### src/rtl/piso_pkg.sv
// rtl/piso_pkg.sv - shared types and constants for the PISO shifter
//
// Purpose: state encoding, default frame width and counter-width helper
//          used by piso_shifter.
// Ports:   none (package).
package piso_pkg;

  typedef enum logic [1:0] {
    ST_IDLE   = 2'd0,
    ST_SHIFT  = 2'd1,
    ST_PARITY = 2'd2
  } state_t;

  localparam int DEFAULT_WIDTH = 8;

  // Counter must hold 0..WIDTH so a full frame never wraps.
  function automatic int cnt_width(input int width);
    return $clog2(width + 1);
  endfunction

endpackage

### src/rtl/piso_shifter.sv
// rtl/piso_shifter.sv - parametrised parallel-in serial-out shifter
//
// Purpose: accepts a WIDTH-bit word over a valid/ready handshake and streams
//          it on so one bit per clock, LSB-first or MSB-first per word, with
//          gap-free back-to-back frames.
// Optional: PISO_PARITY_EN appends one even-parity bit after each frame.
// Ports:
//   clk        in   system clock, rising edge
//   rst        in   asynchronous active-high reset
//   load_valid in   load_data/msb_first valid
//   load_ready out  word can be accepted this cycle
//   load_data  in   WIDTH-bit word to serialise
//   msb_first  in   1 = bit WIDTH-1 first, 0 = bit 0 first
//   so         out  registered serial data
//   so_valid   out  so carries a frame bit
//   busy       out  frame in progress
//   done       out  high while the last bit of a frame is on so
import piso_pkg::*;

module piso_shifter #(
  parameter int   WIDTH      = DEFAULT_WIDTH,
  parameter logic IDLE_LEVEL = 1'b0
) (
  input  logic             clk,
  input  logic             rst,
  input  logic             load_valid,
  output logic             load_ready,
  input  logic [WIDTH-1:0] load_data,
  input  logic             msb_first,
  output logic             so,
  output logic             so_valid,
  output logic             busy,
  output logic             done
);

  localparam int            CW       = cnt_width(WIDTH);
  localparam logic [CW-1:0] LAST_CNT = CW'(WIDTH - 1);
`ifndef PISO_PARITY_EN
  localparam logic [CW-1:0] PENULT_CNT = CW'(WIDTH - 2);
`endif

  state_t           r_state, w_state_nxt;
  logic [WIDTH-1:0] r_shift, w_shift_nxt, w_shifted;
  logic [CW-1:0]    r_cnt, w_cnt_nxt;
  logic             r_msb, w_msb_nxt;
  logic             r_so, w_so_nxt;
  logic             r_done, w_done_nxt;
  logic             w_accept;
  logic             w_last;
`ifdef PISO_PARITY_EN
  logic             r_par, w_par_nxt;
`endif

  assign w_last = (r_state == ST_SHIFT) && (r_cnt == LAST_CNT);

  // The back-to-back window is the final bit of a frame; with parity that
  // final bit is the parity cycle, not the last data bit.
`ifdef PISO_PARITY_EN
  assign load_ready = (r_state == ST_IDLE) || (r_state == ST_PARITY);
`else
  assign load_ready = (r_state == ST_IDLE) || w_last;
`endif

  assign w_accept = load_valid && load_ready;

  // Shift toward the output end; vacated bit is zero-filled.
  assign w_shifted = r_msb ? {r_shift[WIDTH-2:0], 1'b0}
                           : {1'b0, r_shift[WIDTH-1:1]};

  always_comb begin
    w_state_nxt = r_state;
    w_shift_nxt = r_shift;
    w_cnt_nxt   = r_cnt;
    w_msb_nxt   = r_msb;
    w_so_nxt    = r_so;
    w_done_nxt  = 1'b0;
`ifdef PISO_PARITY_EN
    w_par_nxt   = r_par;
`endif
    if (w_accept) begin
      w_state_nxt = ST_SHIFT;
      w_shift_nxt = load_data;
      w_msb_nxt   = msb_first;
      w_cnt_nxt   = '0;
      w_so_nxt    = msb_first ? load_data[WIDTH-1] : load_data[0];
`ifdef PISO_PARITY_EN
      w_par_nxt   = ^load_data;
`endif
    end else begin
      case (r_state)
        ST_SHIFT: begin
          if (w_last) begin
`ifdef PISO_PARITY_EN
            w_state_nxt = ST_PARITY;
            w_so_nxt    = r_par;
            w_done_nxt  = 1'b1;
`else
            w_state_nxt = ST_IDLE;
            w_so_nxt    = IDLE_LEVEL;
            w_cnt_nxt   = '0;
`endif
          end else begin
            w_shift_nxt = w_shifted;
            w_so_nxt    = r_msb ? w_shifted[WIDTH-1] : w_shifted[0];
            w_cnt_nxt   = r_cnt + 1'b1;
`ifndef PISO_PARITY_EN
            // done is registered: raise it as the last bit goes onto so.
            w_done_nxt  = (r_cnt == PENULT_CNT);
`endif
          end
        end
`ifdef PISO_PARITY_EN
        ST_PARITY: begin
          w_state_nxt = ST_IDLE;
          w_so_nxt    = IDLE_LEVEL;
          w_cnt_nxt   = '0;
        end
`endif
        default: ;
      endcase
    end
  end

  always_ff @(posedge clk or posedge rst) begin
    if (rst) begin
      r_state <= ST_IDLE;
      r_shift <= '0;
      r_cnt   <= '0;
      r_msb   <= 1'b0;
      r_so    <= IDLE_LEVEL;
      r_done  <= 1'b0;
`ifdef PISO_PARITY_EN
      r_par   <= 1'b0;
`endif
    end else begin
      r_state <= w_state_nxt;
      r_shift <= w_shift_nxt;
      r_cnt   <= w_cnt_nxt;
      r_msb   <= w_msb_nxt;
      r_so    <= w_so_nxt;
      r_done  <= w_done_nxt;
`ifdef PISO_PARITY_EN
      r_par   <= w_par_nxt;
`endif
    end
  end

  assign so       = r_so;
  assign so_valid = (r_state != ST_IDLE);
  assign busy     = (r_state != ST_IDLE);
  assign done     = r_done;

endmodule

### config.mk
export PLATFORM = sky130hd
export DESIGN_NAME = piso_shifter
export DESIGN_NICKNAME = d
export VERILOG_FILES = /design/src/rtl/piso_pkg.sv /design/src/rtl/piso_shifter.sv
export SDC_FILE = /design/constraint.sdc
export NUM_CORES = 1
export LEC_CHECK = 0
export ABC_CLOCK_PERIOD_IN_PS = 3750
export CAP_MARGIN = 10
export CORE_MARGIN = 1
export CORE_UTILIZATION = 56
export CTS_BUF_LIST = sky130_fd_sc_hd__clkbuf_8
export CTS_CLUSTER_DIAMETER = 30
export CTS_CLUSTER_SIZE = 24
export DETAILED_ROUTE_END_ITERATION = 8
export MAX_ROUTING_LAYER = met4
export PLACE_DENSITY = 0.85
export SETUP_SLACK_MARGIN = 0.02
export SLEW_MARGIN = 20
export SYNTH_ARGS = -nofsm -noshare
export SYNTH_HDL_FRONTEND = slang
export SYNTH_SLANG_ARGS = --single-unit
### constraint.sdc
create_clock -name clk -period 3.75 [get_ports clk]
set_input_delay 0.5625 -clock clk [delete_from_list [all_inputs] [get_ports clk]]
set_output_delay 0.5625 -clock clk [all_outputs]
set_load 0.1 [all_outputs]
Word-level counts from Yosys, hierarchy flattened
Cells that the tools add are included.

Add/sub/neg operators: 1. $mul: 0. Divide/modulo/power cells: 0. Magnitude comparators: 0. Equal/unequal tests: 4. Shift operators: 0. Mux-type cells: 18. Bitwise logic cells: 0. Reduce and logical (&&, ||, !) cells: 9.

Operators with widths (number): 2-to-1 mux 8 bit (4); 2-to-1 mux 4 bit (3); == test 4 x 3 -> 1 bit (second input constant) (2); 2-to-1 mux 1 bit (8); 2-to-1 mux 2 bit (3); nonzero test 2 bit (3); adder 4 x 1 -> 4 bit (second input constant) (1); AND reduction 2 bit (2); == test 2 x 1 -> 1 bit (second input constant) (1); logical AND 1 bit (2); zero test 2 bit (1); != test 2 bit (second input constant) (1); logical OR 1 bit (1).

Flip-flop bits (word level): 17. Bits in latches: 0. Memory bits (writable): 0. Memory bits (read-only): 0. Bits of input ports: 12. Output and inout port bits: 5. Word-level logic and storage cells: 38. Memories: 0.

Logic depth before layout (Yosys ltp)
Depth in word-level cells: 6. Depth in mapped cells: 6. Depth with buffers taken out: 5.

Worst setup path before layout
OpenSTA, ideal clock, no wires.

Path type: flip-flop to output port. From: register r_state[0]. To: output port load_ready. Arrival time: 1.395 ns. Required time: 3.188 ns. Setup slack: 1.792 ns. Stages on the path, launching flop included: 4. Cells stage by stage: dfrtp_1 -> and2_1 -> buf_6 -> inv_12.

Longest elaborated chain between the ends: 3.

RTL lines: start, declared (RTL line piso_shifter.sv:42) `state_t r_state, w_state_nxt;`; start signal, assigned (RTL line piso_shifter.sv:136) `r_state <= w_state_nxt;`; == test 2 x 1 -> 1 bit (RTL line piso_shifter.sv:54) `assign w_last = (r_state == ST_SHIFT) && (r_cnt == LAST_CNT);`; logical AND 1 bit (RTL line piso_shifter.sv:54); logical OR 1 bit * (RTL line piso_shifter.sv:61) `assign load_ready = (r_state == ST_IDLE) || w_last;`; end, declared (RTL line piso_shifter.sv:27) `output logic load_ready,`.

Every way passes the cells marked *; elsewhere a longest branch is shown, timed or not.

Worst setup path in the final report
From: register r_state[0]. To: output port busy.

Longest elaborated chain between the ends: 1.

RTL lines: nonzero test 2 bit (RTL line piso_shifter.sv:150) `assign busy = (r_state != ST_IDLE);`; end, declared (RTL line piso_shifter.sv:32) `output logic busy,`.

No other way between the ends.

==> impl_metrics.ini <==
[drt]
maxUsedRoutingLayer = met4
vias_per_cell = 5.75
firstDrtPassIters = 4
wl_met3_um = 76
wl_per_cell_um = 14.8
drc = 0
drt_wl_total_um = 1580
antenna_left = 0
vias = 615
drt_iter0_markers = 3
wl_met1_um = 764
wl_met2_um = 722

[clocking]
cts_tree = built
root_buffer = clkbuf_8
cts_hold_buffers = 0
postCtsSetupBuffers = 0
path_clk_slew_ps = 60
cts_max_level = 1
cts_made_buffers = 3
clock_sink_count = 16
post_cts_resized = 0
clk_latency_ps = 240
clockBufferDepth = 2

[critical_path]
cp_cell_sequence = clkdlybuf4s50_1
rr_startpoint = r_cnt[0]$_DFFE_PP0P_
path_buf_inv = 1
cp_slowest_cell = clkdlybuf4s50_1
worstSetupPathType = reg2out
regToRegSetupSlack_ps = 2110
r2r_cells = 5
worst_path_largest_cell_delay_ps = 1200
start_kind = flop
r2r-end = r_shift[4]$_DFFE_PP0P_
crit_path_end_kind = output pin
crit_family = buffers and inverters
cp.required_ps = 3190
cp.arrival_ps = 1980
crit_fanout = 13

[sta]
min_period_over_period_pct = 67.7
relSlewSlack_pct = 35.7
finalSetupViolCount = 0
worstMarginPinSlew_ps = 961
final.setup.tns_ps = 0
maxSlewViolCount = 0
rsz0062_at_grt = false
skew_ps = 2.76
fmax_mhz = 394
timing.final.ws_setup_ps = 1210
fin_crit_ps = 2540
hold_viol = 0

[layout]
layout_commonest_cell = mux2i_1
final_cells = 107
syn_to_final_growth_pct = 20.8
final_cell_mix = mux2i_1 (20), dfrtp_1 (16), clkdlybuf4s50_1 (15), nand2_1 (5), o21ai_0 (4)
diodes = 0
nNetsFinal = 108
drive_above_1_share_pct = 9.78
design_area_um2 = 1070

[placed_design]
postPlaceCellArea_um2 = 1030
dpl.hpwl_um = 1150
dpl.cell_count = 104
place.gp.congestion = 0.753
portBuffers = 16
pre_cts_slack_ps = 1480

[yosys]
syn_avg_cell_area_um2 = 11.3
synthArstFlopShare_pct = 100
syn_area_um2 = 883
yosysWarnings = 0
synth_cell_types = 26
synthCells = 78
synthFlopType = dfrtp_1
ys_seq_elements = 16
synth-seq-area-share_pct = 45.3
synth_edf_count = 0
synth_nets = 92

[global_route]
grt_max_degree = 17
antenna_found_initial = 0
grt.overflow.total = 0
grt_pass1_wl_um = 2630
grt_usage_pct = 20.2
grt_pass1_vias = 598

[worst_hold_path]
holdCritStartpoint = so$_DFFE_PP0P_
holdPathEnd = so$_DFFE_PP0P_
hold_class = reg2reg
worstHoldPathCells = 2

[pwr]
p_per_area_nw_per_um2 = 803
power_frac_seq_pct = 38.0
switchingPower_uw = 374
p_leak_uw = 0.000479
power.share.switching_pct = 43.6
pwr-share-comb_pct = 47.5
internal-power_uw = 483
p_clk_share_pct = 14.4
peakVddDrop_mv = 0.508

[floorplan]
rows = 13
die_y_um = 41.7
fp.coreArea_um2 = 1380
initial_core_util_pct = 63.9
die_w_um = 41.7
die-area_um2 = 1740
io_pins = 17

[job]
maxCapViolCount = 0

[outcome]
status = completed
[per-stage QoR]
step	util, %	total power [uW]	hold WS [ps]
floorplan	-	659	476
global placement	74.2	726	475
detailed placement	74.2	737	508
CTS	77.2	865	529
global route	77.2	910	534
finish	77.2	857	522
[power by group through the flow]
| stage | Sequential, uW | Clock, uW | Combinational (uW) |
|---|---|---|---|
| 2_1_floorplan | 352 | 0 | 307 |
| 3_3_place_gp | 326 | 0 | 400 |
| 3_5_place_dp | 328 | 0 | 409 |
| 4_1_cts | 326 | 129 | 410 |
| 5_1_grt | 338 | 135 | 437 |
| 6_report | 326 | 124 | 407 |
[logic make-up after synthesis]
logic type               synth area share (%)
multiplexers                             26.5
AO/OA/AOI/OAI                            7.93
flip-flops                               45.3
buffers and inverters                    6.94
AND/OR/NAND/NOR                          10.5
adder cells (fa/ha/maj)                  2.83
[state kept, by name, indices dropped and copies added, names as in the netlist]
signal   flops
done         1
r_cnt        4
r_msb        1
r_shift      8
r_state      1
so           1
[cell usage after synthesis, drive strengths merged (2+ instances only)]
master	count	area, um^2
nor2	2	7.51
mux2	3	33.8
mux2i	20	200
ha	2	25.0
buf	5	33.8
nand2	5	18.8
inv	4	27.5
nand3	2	10.0
o21ai	6	30.0
dfrtp	16	400
nand2b	2	12.5
[final cells by class]
cell class	instances	area (um^2)
Inverter	4	27.5
Tap cell	15	18.8
Timing Repair Buffer	16	158
Fill cell	90	315
Clock buffer	3	41.3
Multi-Input combinational cell	53	422
Sequential cell	16	400
[worst max path at each step]
stage,from,to,slack [ps],depth (start not counted)
after CTS,r_state[0]$_DFFE_PP0P_,busy,1210,1
after detailed placement,r_state[0]$_DFFE_PP0P_,busy,1480,1
final,r_state[0]$_DFFE_PP0P_,busy,1210,1
after global routing,r_state[0]$_DFFE_PP0P_,so_valid,1120,1
after global placement,r_state[0]$_DFFE_PP0P_,so_valid,1500,1
after floorplan,r_state[0]$_DFFE_PP0P_,load_ready,1790,3
[layer usage]
layer / up-vias / GRT usage [%]
li1: 303 / -
met1: 289 / 28.1
met2: 21 / 28.7
met3: 2 / 3.04
met4: 0 / 9.68
met5: - / -
Note: power is estimated with default switching activity, not from simulation.
